### src/rtl/lnrv_biu_arb_pkg.sv
// lnrv_biu_arb_pkg: master ids and the command payload bundle shared by the BIU arbiter files.
package lnrv_biu_arb_pkg;

    localparam logic LNRV_BIU_ID_IFU = 1'b0;
    localparam logic LNRV_BIU_ID_LSU = 1'b1;

    typedef struct packed {
        logic        write;
        logic [31:0] addr;
        logic [31:0] wdata;
        logic [3:0]  wstrb;
    } biu_cmd_t;

endpackage

### src/rtl/lnrv_biu_ots_fifo.sv
// lnrv_biu_ots_fifo: in-order owner FIFO of 1-bit master ids for accepted-but-unanswered commands.
//   clk, reset (sync, active-high); push/din enqueue, pop dequeue;
//   full/empty from the registered count; head = id at the read pointer.
module lnrv_biu_ots_fifo #(
    parameter int P_DEPTH = 2
) (
    input  logic clk,
    input  logic reset,
    input  logic push,
    input  logic din,
    input  logic pop,
    output logic full,
    output logic empty,
    output logic head
);

    localparam int PW = P_DEPTH > 1 ? $clog2(P_DEPTH) : 1;
    localparam int CW = $clog2(P_DEPTH + 1);

    logic [P_DEPTH-1:0] mem;
    logic [PW-1:0]      wr_ptr, rd_ptr;
    logic [CW-1:0]      cnt;
    logic               do_push, do_pop;

    function automatic logic [PW-1:0] nxt(input logic [PW-1:0] p);
        return (p == PW'(P_DEPTH - 1)) ? '0 : p + 1'b1;
    endfunction

    assign full    = cnt == CW'(P_DEPTH);
    assign empty   = cnt == '0;
    assign head    = mem[rd_ptr];
    assign do_push = push & ~full;
    assign do_pop  = pop & ~empty;

    always_ff @(posedge clk) begin
        if (reset) begin
            wr_ptr <= '0;
            rd_ptr <= '0;
            cnt    <= '0;
        end else begin
            if (do_push) wr_ptr <= nxt(wr_ptr);
            if (do_pop) rd_ptr <= nxt(rd_ptr);
            cnt <= cnt + CW'(do_push) - CW'(do_pop);
        end
    end

    always_ff @(posedge clk) begin
        if (do_push) mem[wr_ptr] <= din;
    end

endmodule

### src/rtl/lnrv_biu_arb.sv
// lnrv_biu_arb: round-robin arbiter sharing one slave command/response port between IFU (m0) and LSU (m1).
//   clk, reset (sync, active-high)
//   m0_cmd_* / m1_cmd_*: master command channels (vld/rdy/write/addr/wdata/wstrb)
//   m0_rsp_* / m1_rsp_*: master response channels (vld/rdy/rdata/err)
//   s_cmd_* / s_rsp_*  : slave command and response channels
module lnrv_biu_arb
    import lnrv_biu_arb_pkg::*;
#(
    parameter int P_OTS_DEPTH = 2
) (
    input  logic        clk,
    input  logic        reset,
    input  logic        m0_cmd_vld,
    output logic        m0_cmd_rdy,
    input  logic        m0_cmd_write,
    input  logic [31:0] m0_cmd_addr,
    input  logic [31:0] m0_cmd_wdata,
    input  logic [3:0]  m0_cmd_wstrb,
    input  logic        m1_cmd_vld,
    output logic        m1_cmd_rdy,
    input  logic        m1_cmd_write,
    input  logic [31:0] m1_cmd_addr,
    input  logic [31:0] m1_cmd_wdata,
    input  logic [3:0]  m1_cmd_wstrb,
    output logic        m0_rsp_vld,
    input  logic        m0_rsp_rdy,
    output logic [31:0] m0_rsp_rdata,
    output logic        m0_rsp_err,
    output logic        m1_rsp_vld,
    input  logic        m1_rsp_rdy,
    output logic [31:0] m1_rsp_rdata,
    output logic        m1_rsp_err,
    output logic        s_cmd_vld,
    input  logic        s_cmd_rdy,
    output logic        s_cmd_write,
    output logic [31:0] s_cmd_addr,
    output logic [31:0] s_cmd_wdata,
    output logic [3:0]  s_cmd_wstrb,
    input  logic        s_rsp_vld,
    output logic        s_rsp_rdy,
    input  logic [31:0] s_rsp_rdata,
    input  logic        s_rsp_err
);

    logic     rr_last, lock, lock_id;
    logic     gnt_id, gnt_vld, cmd_hs, rsp_hs;
    logic     ots_full, ots_empty, ots_head;
    biu_cmd_t cmd0, cmd1;

    // Locked grant keeps the payload presented to the slave stable until it is taken.
    assign gnt_id  = lock ? lock_id : (m0_cmd_vld & m1_cmd_vld) ? ~rr_last : m1_cmd_vld;
    assign gnt_vld = gnt_id ? m1_cmd_vld : m0_cmd_vld;

    assign cmd0 = {m0_cmd_write, m0_cmd_addr, m0_cmd_wdata, m0_cmd_wstrb};
    assign cmd1 = {m1_cmd_write, m1_cmd_addr, m1_cmd_wdata, m1_cmd_wstrb};
    assign {s_cmd_write, s_cmd_addr, s_cmd_wdata, s_cmd_wstrb} = gnt_id ? cmd1 : cmd0;

    // Full is taken from the registered count so no response-to-command path exists.
    assign s_cmd_vld  = gnt_vld & ~ots_full;
    assign m0_cmd_rdy = ~gnt_id & s_cmd_rdy & ~ots_full;
    assign m1_cmd_rdy = gnt_id & s_cmd_rdy & ~ots_full;
    assign cmd_hs     = s_cmd_vld & s_cmd_rdy;

    assign s_rsp_rdy    = ~ots_empty & (ots_head ? m1_rsp_rdy : m0_rsp_rdy);
    assign m0_rsp_vld   = s_rsp_vld & ~ots_empty & ~ots_head;
    assign m1_rsp_vld   = s_rsp_vld & ~ots_empty & ots_head;
    assign m0_rsp_rdata = s_rsp_rdata;
    assign m1_rsp_rdata = s_rsp_rdata;
    assign m0_rsp_err   = s_rsp_err;
    assign m1_rsp_err   = s_rsp_err;
    assign rsp_hs       = s_rsp_vld & s_rsp_rdy;

    always_ff @(posedge clk) begin
        if (reset) begin
            rr_last <= LNRV_BIU_ID_LSU;
            lock    <= 1'b0;
            lock_id <= LNRV_BIU_ID_IFU;
        end else if (cmd_hs) begin
            rr_last <= gnt_id;
            lock    <= 1'b0;
        end else if (gnt_vld) begin
            lock    <= 1'b1;
            lock_id <= gnt_id;
        end
    end

    lnrv_biu_ots_fifo #(.P_DEPTH(P_OTS_DEPTH)) u_ots_fifo (
        .clk   (clk),
        .reset (reset),
        .push  (cmd_hs),
        .din   (gnt_id),
        .pop   (rsp_hs),
        .full  (ots_full),
        .empty (ots_empty),
        .head  (ots_head)
    );

endmodule

### config.mk
export PLATFORM = sky130hd
export DESIGN_NAME = lnrv_biu_arb
export DESIGN_NICKNAME = d
export VERILOG_FILES = /design/src/rtl/lnrv_biu_arb_pkg.sv /design/src/rtl/lnrv_biu_ots_fifo.sv /design/src/rtl/lnrv_biu_arb.sv
export SDC_FILE = /design/constraint.sdc
export NUM_CORES = 1
export LEC_CHECK = 0
export BUFFER_PORTS_ARGS = -buffer_cell sky130_fd_sc_hd__buf_4
export CORE_AREA = 2 2 125 127
export DETAILED_ROUTE_END_ITERATION = 10
export DIE_AREA = 0 0 127 129
export SLEW_MARGIN = 20
export SYNTH_ARGS = -nofsm -noshare
export SYNTH_HDL_FRONTEND = slang
export SYNTH_SLANG_ARGS = --single-unit
### constraint.sdc
create_clock -name clk -period 1.8 [get_ports clk]
set_input_delay 0.45 -clock clk [delete_from_list [all_inputs] [get_ports clk]]
set_output_delay 0.45 -clock clk [all_outputs]
set_load 0.03 [all_outputs]
==> results of run 1 <==
## synthesized netlist by cell type (2+ instances only)
cell type	instances	area, µm²
sky130_fd_sc_hd__o211ai_1	2	15.0
sky130_fd_sc_hd__dfxtp_1	7	140
sky130_fd_sc_hd__edfxtp_1	2	60.1
sky130_fd_sc_hd__nor2b_1	5	31.3
sky130_fd_sc_hd__buf_2	7	35.0
sky130_fd_sc_hd__inv_1	3	11.3
sky130_fd_sc_hd__mux2_2	69	777
sky130_fd_sc_hd__nor2_1	8	30.0
sky130_fd_sc_hd__buf_4	66	495
sky130_fd_sc_hd__nor3_1	4	20.0
sky130_fd_sc_hd__xnor2_1	3	26.3
sky130_fd_sc_hd__mux2i_1	4	40.0
sky130_fd_sc_hd__a211oi_1	2	15.0
## cells in the final DEF (no fill, tap or decap), types with 2 or more instances in the layout
cell / synthesis / final
sky130_fd_sc_hd__buf_12: 0 / 4
sky130_fd_sc_hd__buf_16: 0 / 2
sky130_fd_sc_hd__buf_4: 66 / 184
sky130_fd_sc_hd__buf_6: 0 / 49
sky130_fd_sc_hd__clkbuf_16: 0 / 3
sky130_fd_sc_hd__dfxtp_1: 7 / 3
sky130_fd_sc_hd__dfxtp_2: 0 / 3
sky130_fd_sc_hd__edfxtp_1: 2 / 2
sky130_fd_sc_hd__inv_1: 3 / 3
sky130_fd_sc_hd__mux2_2: 69 / 52
sky130_fd_sc_hd__mux2_4: 0 / 17
sky130_fd_sc_hd__mux2i_1: 4 / 2
sky130_fd_sc_hd__nor2_1: 8 / 8
sky130_fd_sc_hd__nor2b_1: 5 / 3
sky130_fd_sc_hd__nor2b_4: 0 / 2
sky130_fd_sc_hd__nor3_1: 4 / 2
sky130_fd_sc_hd__nor3_4: 0 / 2
sky130_fd_sc_hd__o211ai_1: 2 / 2
sky130_fd_sc_hd__xnor2_1: 3 / 3
## worst register-to-register path, delay by kind of cell (launching register included)
family                 cells  cell delay, ns
flip-flops                 1            0.31
buffers and inverters      2            0.36
multiplexers               1            0.20
AO/OA/AOI/OAI              2            0.53
AND/OR/NAND/NOR            1            0.17
## power breakdown
group | leakage [nW] | switching [mW] | internal, mW
registers | 0.0778 | 0.0601 | 0.269
logic | 1.71 | 1.08 | 1.16
clock network | 0.0409 | 0.105 | 0.293
## state kept, by name (all words and copies together) (netlist names)
name	cells
u_ots_fifo.wr_ptr	1
u_ots_fifo.mem	2
u_ots_fifo.rd_ptr	1
lock_id	1
rr_last	1
u_ots_fifo.cnt	2
lock	1
## timing repair
item,4_1_cts,5_1_grt
setup endpoints to repair,73,73
hold buffers,0,0
gates resized for setup,57,12
buffers inserted,1,2
cloned,2,0
pin swaps,1,3
endpoints found under the hold margin,0,0
## through the flow
stage | instance area (µm²) | hold slack (ns) | setup WS, ns
after global placement | 3410 | 0.516 | -0.428
after CTS | 3760 | 0.428 | -0.393
after detailed placement | 3410 | 0.544 | -0.448
final | 3830 | 0.429 | -0.391
after global routing | 3830 | 0.439 | -0.457
after floorplan | 1910 | 0.498 | -0.0597
## cell families (layout without fill, tap and decap cells)
| logic type | count (synthesis) | in the layout | synth area share (%) |
|---|---|---|---|
| buffers and inverters | 78 | 248 | 30.2 |
| muxes | 73 | 73 | 44.8 |
| and+or+nand+nor | 23 | 23 | 6.44 |
| AOI/OAI and AO/OA | 10 | 10 | 5.07 |
| DFF | 9 | 9 | 11.0 |
| xor gates and xnor gates | 4 | 4 | 1.92 |
| adders and majority gates | 1 | 1 | 0.685 |
## layout make-up
cell class	count	area [µm²]
Clock buffer	3	75.1
Inverter	4	20.0
Tap cell	188	235
Sequential cell	9	208
Timing Repair Buffer	240	2080
Multi-Input combinational cell	111	1200
Clock inverter	1	5.00
Fill cell	1598	11100
## per-layer routing
| metal | GRT usage, % | vias to the layer above |
|---|---|---|
| met3 | 3.28 | 7 |
| met4 | 2.07 | 0 |
| met1 | 10.2 | 937 |
| met2 | 15.5 | 178 |
| met5 | 0 | - |
| li1 | - | 964 |
## path summary, 6_finish.rpt
| path | end | slack (ns) |
|---|---|---|
| max | s_cmd_wdata[31] | -0.39 |
| max reg2reg | u_ots_fifo.cnt[1]$_SDFF_PP0_ | 0.14 |
| min | u_ots_fifo.rd_ptr$_SDFFE_PP0P_ | 0.43 |
| min reg2reg | u_ots_fifo.wr_ptr$_SDFFE_PP0P_ | 0.57 |
==> impl_metrics.tcl, run 1 <==
set metrics [dict create \
    timing.final.hold_violations 0 \
    dr.max_layer_used "met4" \
    drt_wl_total_mm 8.02 \
    grt_start_max_net_pins 32 \
    largest_vdd_supply_drop_mv 0.260 \
    path_delay_family "buffers and inverters" \
    insertion_delay_ns 0.24 \
    layout.cells.non_filler 556 \
    die_height_um 129 \
    place_congestion 0.715 \
    cts_tree "done" \
    antenna_violations_before_repair 0 \
    ys.flop_type "sky130_fd_sc_hd__dfxtp_1" \
    worst_setup_hold_path_clk_slew_ns 0.04 \
    met3_wirelength_um 841 \
    cp-end-kind "primary output" \
    synth_seq_cells 9 \
    postSynthCellCount 198 \
    critical_path.startpoint_type "primary input" \
    hold_path_class "primary input to flop" \
    min_period_over_period_pct 122 \
    cap_viol_max_count 0 \
    die-area_mm2 0.0164 \
    numClockSinks 9 \
    cpPeakStageDelay_ns 0.31 \
    clock_tree.root_cell "sky130_fd_sc_hd__clkbuf_16" \
    first_pass_grt_wire_length_mm 11.4 \
    start_util_pct 12.2 \
    wl_met2_mm 4.15 \
    core_area_mm2 0.0150 \
    row_count 45 \
    layout_cells_sized_above_1_pct 88.9 \
    outcome "finished with violations" \
    number_of_synthesized_flops_with_an_enable_pin 2 \
    drt_drc_violations_left 0 \
    worst_path_most_repeated_cell "sky130_fd_sc_hd__buf_6" \
    finalSetupTns_ns -23.51 \
    timing.final.max_slew_violations 0 \
    synth_sequential_area_ratio_pct 11.0 \
    p_leak_nw 1.82 \
    power_density_mw_per_mm2 775 \
    max_slew_margin_pct 71.4 \
    unrepaired_setup_endpoints_after_global_routing "true" \
    antenna-diode-count 0 \
    synth_fp_nets 378 \
    drt.antenna.violating_nets 0 \
    post_layout_util_pct 25.6 \
    max_clock_freq_mhz 456 \
    critical_path.cell_chain "buf_6 -> nor2b_4 -> a22oi_2 -> clkinv_4 -> buf_12 -> buf_16 -> mux2_4 -> buf_6" \
    slew_at_the_pin_with_the_worst_max_slew_slack_ns 0.425 \
    post_drt_wl_per_cell_um 14.4 \
    fin_worst_skew_ns 0.000639 \
    synth.cell_area_mm2 0.00183 \
    grt_pass1_vias 2207 \
    holdCritStartpoint "reset" \
    vias_per_cell 3.75 \
    r2r_start "lock_id$_SDFFE_PP0P_" \
    detailed_place_hpwl_mm 6.66 \
    timing.critical_path.from "m1_cmd_vld" \
    via_count_of_the_routed_design 2086 \
    clock_tree.buffer_depth 2 \
    syn2layout_area_growth_pct 110 \
    finalNetCount 549 \
    grt_usage_pct 8.82 \
    report.final.setup_viol 71 \
    timing.critical_path.arrival_ns 1.74 \
    design_power_total_mw 2.97 \
    firstDrtPassIters 4 \
    cts_inserted_buffers 3 \
    gr-total-overflow 0 \
    violations "setup timing" \
    synth_cell_types 29 \
    crit_path_cell_count 8 \
    postLayoutSetupSlackWorst_ns -0.391 \
    dpl.cell_count 547 \
    synthArstFlopShare_pct 0 \
    h-tree-depth 1 \
    chipWidth_um 127 \
    drt_iter0_markers 33 \
    drt-met1-wl_mm 2.97 \
    placement.io_buffers 220 \
    cp_slowest_cell "sky130_fd_sc_hd__mux2_4" \
    cp_max_fo 6 \
    critical_path_buf_inv_count 5 \
    ioPinCount 320 \
    post_synth.cell_area_avg_um2 9.22 \
    worstHoldPathCells 2 \
    layout_min_cycle_time_ns 2.19 \
    critPathRequiredTime_ns 1.35 \
    path_class "primary input to primary output" \
    ff2ff_path_depth 6 \
    yosys_warning_count 0 \
]
Power figures use the tool's default switching activity.
==> run 2, diff against run 1 <==
==> constraint.sdc (replaced) <==
create_clock -name clk -period 1.8 [get_ports clk]
set_input_delay 0.27 -clock clk [delete_from_list [all_inputs] [get_ports clk]]
set_output_delay 0.27 -clock clk [all_outputs]
set_load 0.03 [all_outputs]
==> impl_metrics.tcl, run 2 (same netlist as run 1, synthesis figures left out) <==
set metrics [dict create \
    outcome "finished with violations" \
    violations "setup timing" \
    insertion_delay_ns 0.24 \
    first_pass_grt_wire_length_mm 12.0 \
    switching_share_of_power_pct 42.3 \
    critical_path.startpoint_type "flop" \
    layout.cells.non_filler 553 \
    place_congestion 0.762 \
    grt_start_max_net_pins 31 \
    fin_worst_skew_ns 0.00179 \
    slew_at_the_pin_with_the_worst_max_slew_slack_ns 0.388 \
    start_util_pct 12.2 \
    via_count_of_the_routed_design 2035 \
    timing.final.max_slew_violations 0 \
    dpl.cell_count 540 \
    drt_drc_violations_left 0 \
    die-area_mm2 0.0164 \
    cap_viol_max_count 0 \
    die_height_um 129 \
    pwr-share-seq_pct 11.5 \
    core_area_mm2 0.0150 \
    timing.critical_path.arrival_ns 1.70 \
    layout_min_cycle_time_ns 1.97 \
    timing.final.hold_violations 0 \
    holdWs_ns 0.265 \
    pwr-share-comb_pct 74.6 \
    cp-end-kind "primary output" \
    worstHoldPathCells 2 \
    drt_wl_total_mm 8.86 \
    report.final.setup_viol 69 \
    ioPinCount 320 \
    postLayoutSetupSlackWorst_ns -0.169 \
    path_class "flop to primary output" \
    clock_tree.root_cell "sky130_fd_sc_hd__clkbuf_16" \
    vias_per_cell 3.68 \
    power.internal_mw 1.65 \
    p_leak_nw 1.73 \
    detailed_place_hpwl_mm 7.17 \
    row_count 45 \
    layout.cells.most_common "sky130_fd_sc_hd__buf_4" \
    antenna_violations_before_repair 0 \
    worst_setup_hold_path_clk_slew_ns 0.04 \
    syn2layout_area_growth_pct 101 \
    placement.io_buffers 220 \
    numClockSinks 9 \
    reg.largest.list "u_ots_fifo.cnt (2), u_ots_fifo.mem (2)" \
    drt.antenna.violating_nets 0 \
    antenna-diode-count 0 \
    ff2ff_path_depth 6 \
    gr-total-overflow 0 \
    min_period_over_period_pct 109 \
    cp_max_fo 7 \
    unrepaired_setup_endpoints_after_global_routing "true" \
    finalNetCount 546 \
    chipWidth_um 127 \
    net-switching-power_mw 1.21 \
    layout_cells_sized_above_1_pct 87.9 \
    clock_tree.buffer_depth 2 \
    firstDrtPassIters 4 \
    cts_tree "done" \
    max_slew_margin_pct 73.4 \
    largest_vdd_supply_drop_mv 0.268 \
    grt_usage_pct 9.56 \
    post_drt_wl_per_cell_um 16.0 \
    layout_common_cells "sky130_fd_sc_hd__buf_4 (199), sky130_fd_sc_hd__mux2_2 (67), sky130_fd_sc_hd__buf_6 (30)" \
    grt_pass1_vias 2144 \
    hold_path_class "primary input to flop" \
    critPathRequiredTime_ns 1.53 \
    h-tree-depth 1 \
    clock_power_share_pct 13.9 \
    drt_iter0_markers 39 \
    cts_inserted_buffers 3 \
    power_density_mw_per_mm2 778 \
    max_clock_freq_mhz 508 \
]
## run 2: critical path: stages (launching register included)
cell                      delay [ns]
sky130_fd_sc_hd__dfxtp_2        0.33
sky130_fd_sc_hd__nand2_2        0.05
sky130_fd_sc_hd__a22oi_2        0.22
sky130_fd_sc_hd__inv_4          0.13
sky130_fd_sc_hd__buf_12         0.15
sky130_fd_sc_hd__buf_16         0.13
sky130_fd_sc_hd__mux2_4         0.30
sky130_fd_sc_hd__buf_6          0.14
## run 2: power by group through the flow
stage	Sequential, mW	Combinational [mW]	Clock (mW)
after detailed placement	0.321	1.86	0
after global placement	0.319	1.84	0
final	0.329	2.14	0.396
after floorplan	0.309	1.41	0
after global routing	0.338	2.25	0.410
after CTS	0.321	2.10	0.403
## run 2: through the flow
| stage | setup WS [ns] | utilization, % | power (mW) | area [µm²] | setup TNS, ns |
|---|---|---|---|---|---|
| 2_1_floorplan | 0.0455 | - | 1.71 | 1830 | 0 |
| 3_3_place_gp | -0.0279 | 21.7 | 2.16 | 3250 | -0.0928 |
| 3_5_place_dp | -0.0389 | 21.7 | 2.18 | 3250 | -0.243 |
| 4_1_cts | -0.195 | 24.2 | 2.83 | 3620 | -10.57 |
| 5_1_grt | -0.240 | 24.6 | 3.00 | 3680 | -14.08 |
| 6_report | -0.169 | 24.6 | 2.86 | 3680 | -8.59 |
## run 2: worst paths after layout
kind / startpoint / endpoint / slack (ns)
worst max-delay path: rr_last$_SDFFE_PP1P_ / s_cmd_wdata[9] / -0.17
worst min-delay path: reset / u_ots_fifo.cnt[0]$_SDFF_PP0_ / 0.26
worst max register to register: u_ots_fifo.rd_ptr$_SDFFE_PP0P_ / u_ots_fifo.cnt[1]$_SDFF_PP0_ / 0.16
worst min register to register: u_ots_fifo.wr_ptr$_SDFFE_PP0P_ / u_ots_fifo.wr_ptr$_SDFFE_PP0P_ / 0.54
## run 2: routing by layer
metal | GRT usage (%) | up-vias | share of wire (%)
met2 | 16.4 | 141 | 51
li1 | - | 957 | -
met5 | 0 | - | 0
met4 | 1.75 | 0 | 0.76
met3 | 2.16 | 12 | 6.9
met1 | 12.5 | 925 | 42
## run 2: final cells by class
| class | instances | area [µm²] |
|---|---|---|
| Clock buffer | 4 | 78.8 |
| Fill cell | 1618 | 11300 |
| Inverter | 4 | 17.5 |
| Multi-Input combinational cell | 111 | 1120 |
| Sequential cell | 9 | 203 |
| Tap cell | 188 | 235 |
| Timing Repair Buffer | 237 | 2030 |
## run 2: repair_timing
item,in CTS,in global routing
gates cloned,4,1
endpoints found under the setup margin,69,73
setup buffers,3,1
hold buffers,0,0
resized for setup,41,5
==> run 3, diff against run 2 <==
Settings changed: ABC_AREA set to 1, CAP_MARGIN set to 5, CORE_AREA 2 2 125 127 to 2 2 126 128, DIE_AREA 0 0 127 129 to 0 0 128 130.
==> impl_metrics.tcl, run 3 <==
set metrics [dict create \
    outcome "finished, final reports clean" \
    die-area_mm2 0.0166 \
    max_slew_margin_pct 84.9 \
    synthArstFlopShare_pct 0 \
    clock_tree.root_cell "sky130_fd_sc_hd__clkbuf_16" \
    antenna_violations_before_repair 0 \
    critical_path.startpoint_type "flop" \
    path_class "flop to primary output" \
    synth_cell_types 25 \
    yosys_warning_count 0 \
    cts_hold_repair.buffers 0 \
    finalNetCount 702 \
    ioPinCount 320 \
    holdWs_ns 0.220 \
    place_congestion 0.725 \
    drt_drc_violations_left 0 \
    drt.antenna.violating_nets 0 \
    cp_max_fo 11 \
    fillCellCount 1760 \
    post-synth-top-area-fraction_pct 43.8 \
    antenna-diode-count 0 \
    placement.io_buffers 220 \
    netlist_top_cells_count "sky130_fd_sc_hd__nand2_1 (223), sky130_fd_sc_hd__buf_4 (73), sky130_fd_sc_hd__inv_1 (13)" \
    grt_start_max_net_pins 44 \
    synth.cell_area_mm2 0.00191 \
    first_pass_grt_wire_length_mm 11.2 \
    timing.final.max_slew_violations 0 \
    reg.largest.list "u_ots_fifo.cnt (2), u_ots_fifo.mem (2)" \
    critPathRequiredTime_ns 1.53 \
    synth.mux.area_fraction_pct 0 \
    report.final.setup_viol 0 \
    grt_usage_pct 8.20 \
    clock_tree.buffer_depth 2 \
    min_period_over_period_pct 97.4 \
    synth_area_leaders "sky130_fd_sc_hd__nand2_1 (44%), sky130_fd_sc_hd__buf_4 (29%), sky130_fd_sc_hd__dfxtp_1 (7.3%)" \
    largest_vdd_supply_drop_mv 0.228 \
    synth.largest_area_cell "sky130_fd_sc_hd__nand2_1" \
    timing.final.hold_violations 0 \
    dpl.cell_count 698 \
    core_area_mm2 0.0154 \
    chipWidth_um 128 \
    post_synthesis_share_of_cell_area_spent_on_and_or_nand_and_nor_gates_pct 52.1 \
    insertion_delay_ns 0.24 \
    drt_iter0_markers 84 \
    layout.cells.non_filler 713 \
    timing.critical_path.arrival_ns 1.48 \
    die_height_um 130 \
    fin_worst_skew_ns 0.00314 \
    post_layout_util_pct 23.6 \
    synth_fp_nets 542 \
    post_drt_wl_per_cell_um 13.1 \
    grt_pass1_vias 2502 \
    start_util_pct 12.4 \
    vias_per_cell 3.72 \
    ys.flop_type "sky130_fd_sc_hd__dfxtp_1" \
    p_leak_nw 2.13 \
    slew_at_the_pin_with_the_worst_max_slew_slack_ns 0.226 \
    synth_xor_area_share_pct 0.459 \
    row_count 46 \
    largest_family_of_logic_cells_by_synthesized_area "simple AND/OR/NAND/NOR gates" \
    gr-total-overflow 0 \
    numClockSinks 9 \
    postSynthCellCount 362 \
    layout.cells.most_common "sky130_fd_sc_hd__nand2_1" \
    synth_compound_area_share_pct 2.62 \
    power_density_mw_per_mm2 621 \
    cap_viol_max_count 0 \
    number_of_synthesized_flops_with_an_enable_pin 2 \
    synthMostInstantiatedCell "sky130_fd_sc_hd__nand2_1" \
    layout_cells_sized_above_1_pct 49.7 \
    design_power_total_mw 2.26 \
    hold_path_class "primary input to flop" \
    layout_common_cells "sky130_fd_sc_hd__nand2_1 (218), sky130_fd_sc_hd__buf_4 (216), sky130_fd_sc_hd__inv_1 (12)" \
    h-tree-depth 1 \
    cts_inserted_buffers 3 \
    via_count_of_the_routed_design 2654 \
    post_synth.cell_area_avg_um2 5.27 \
    syn2layout_area_growth_pct 91.0 \
    drt_wl_total_mm 9.33 \
    cp-end-kind "primary output" \
    adder_cell_share_of_the_synthesized_area_pct 0.655 \
    worst_setup_hold_path_clk_slew_ns 0.04 \
    firstDrtPassIters 7 \
    cts_tree "done" \
    synth_seq_cells 9 \
    max_clock_freq_mhz 570 \
    detailed_place_hpwl_mm 6.29 \
    synth_sequential_area_ratio_pct 10.5 \
    layout_min_cycle_time_ns 1.75 \
]
-- run 3: changes by cell type after synthesis, sizes merged, moves of 2 or more --
cell	before	now
a211oi	2	0
nand2	1	226
nor2b	5	0
inv	4	16
buf	73	80
mux2i	4	0
nor2	8	11
nand3	1	5
mux2	69	0
a21oi	1	5
xnor2	3	1
nand4	0	2
nor3	4	0
-- run 3: final timing paths --
| path | cells after the start | to | start | slack [ns] |
|---|---|---|---|---|
| setup / recovery | 8 | s_cmd_addr[17] | lock$_SDFFE_PP0N_ | 0.05 |
| hold / removal | 2 | u_ots_fifo.wr_ptr$_SDFFE_PP0P_ | reset | 0.22 |
| setup reg to reg | 11 | u_ots_fifo.cnt[1]$_SDFF_PP0_ | u_ots_fifo.rd_ptr$_SDFFE_PP0P_ | 0.24 |
| hold reg to reg | 2 | lock_id$_SDFFE_PP0P_ | lock_id$_SDFFE_PP0P_ | 0.47 |
-- run 3: cells by family after synthesis --
group | after synthesis
and+or+nand+nor | 247
buffers and inverters | 96
adders and majority gates | 1
DFF | 9
AOI/OAI and AO/OA | 8
xor gates and xnor gates | 1
-- run 3: worst max-delay path: stages (launching register included) --
cell and delay (ns):
sky130_fd_sc_hd__dfxtp_2 0.33, sky130_fd_sc_hd__inv_2 0.07, sky130_fd_sc_hd__nand3_4 0.10, sky130_fd_sc_hd__nand2_8 0.15
sky130_fd_sc_hd__clkinv_8 0.11, sky130_fd_sc_hd__buf_16 0.17, sky130_fd_sc_hd__nand2_1 0.09, sky130_fd_sc_hd__nand2_1 0.05
sky130_fd_sc_hd__buf_4 0.16
-- run 3: layer usage --
metal	routed length [µm]	GRT usage, %	up-vias
met1	3780	8.73	1122
met2	4600	15.4	161
li1	-	-	1339
met4	212	3.43	0
met3	740	2.05	32
met5	0	0	-
-- run 3: through the flow --
stage	instance area, µm²	setup TNS (ns)	setup slack, ns
2_1_floorplan	1910	0	0.314
3_3_place_gp	3290	0	0.187
3_5_place_dp	3290	0	0.195
4_1_cts	3370	0	0.00194
5_1_grt	3650	-0.145	-0.0164
6_report	3650	0	0.0461
-- run 3: power breakdown --
group / switching (mW) / internal (mW)
Combinational: 0.913 / 0.701
Sequential: 0.0217 / 0.236
Clock: 0.0950 / 0.296
Total: 1.03 / 1.23
-- run 3: layout make-up --
class                   count  area, µm²  area share [%]
repair inverters            1       8.76           0.240
flip-flops and latches      9        201            5.53
well taps                 192        240            6.59
inverters                  16       72.6            1.99
repair buffers            234       1940            53.3
multi-input cells         257       1100            30.2
clock buffers               4       78.8            2.16
-- run 3: repair_timing --
action	in CTS	in global routing
resized for setup	1	22
pin swaps	0	1
setup endpoints to repair	3	52
gates cloned	0	9
setup buffers	0	2
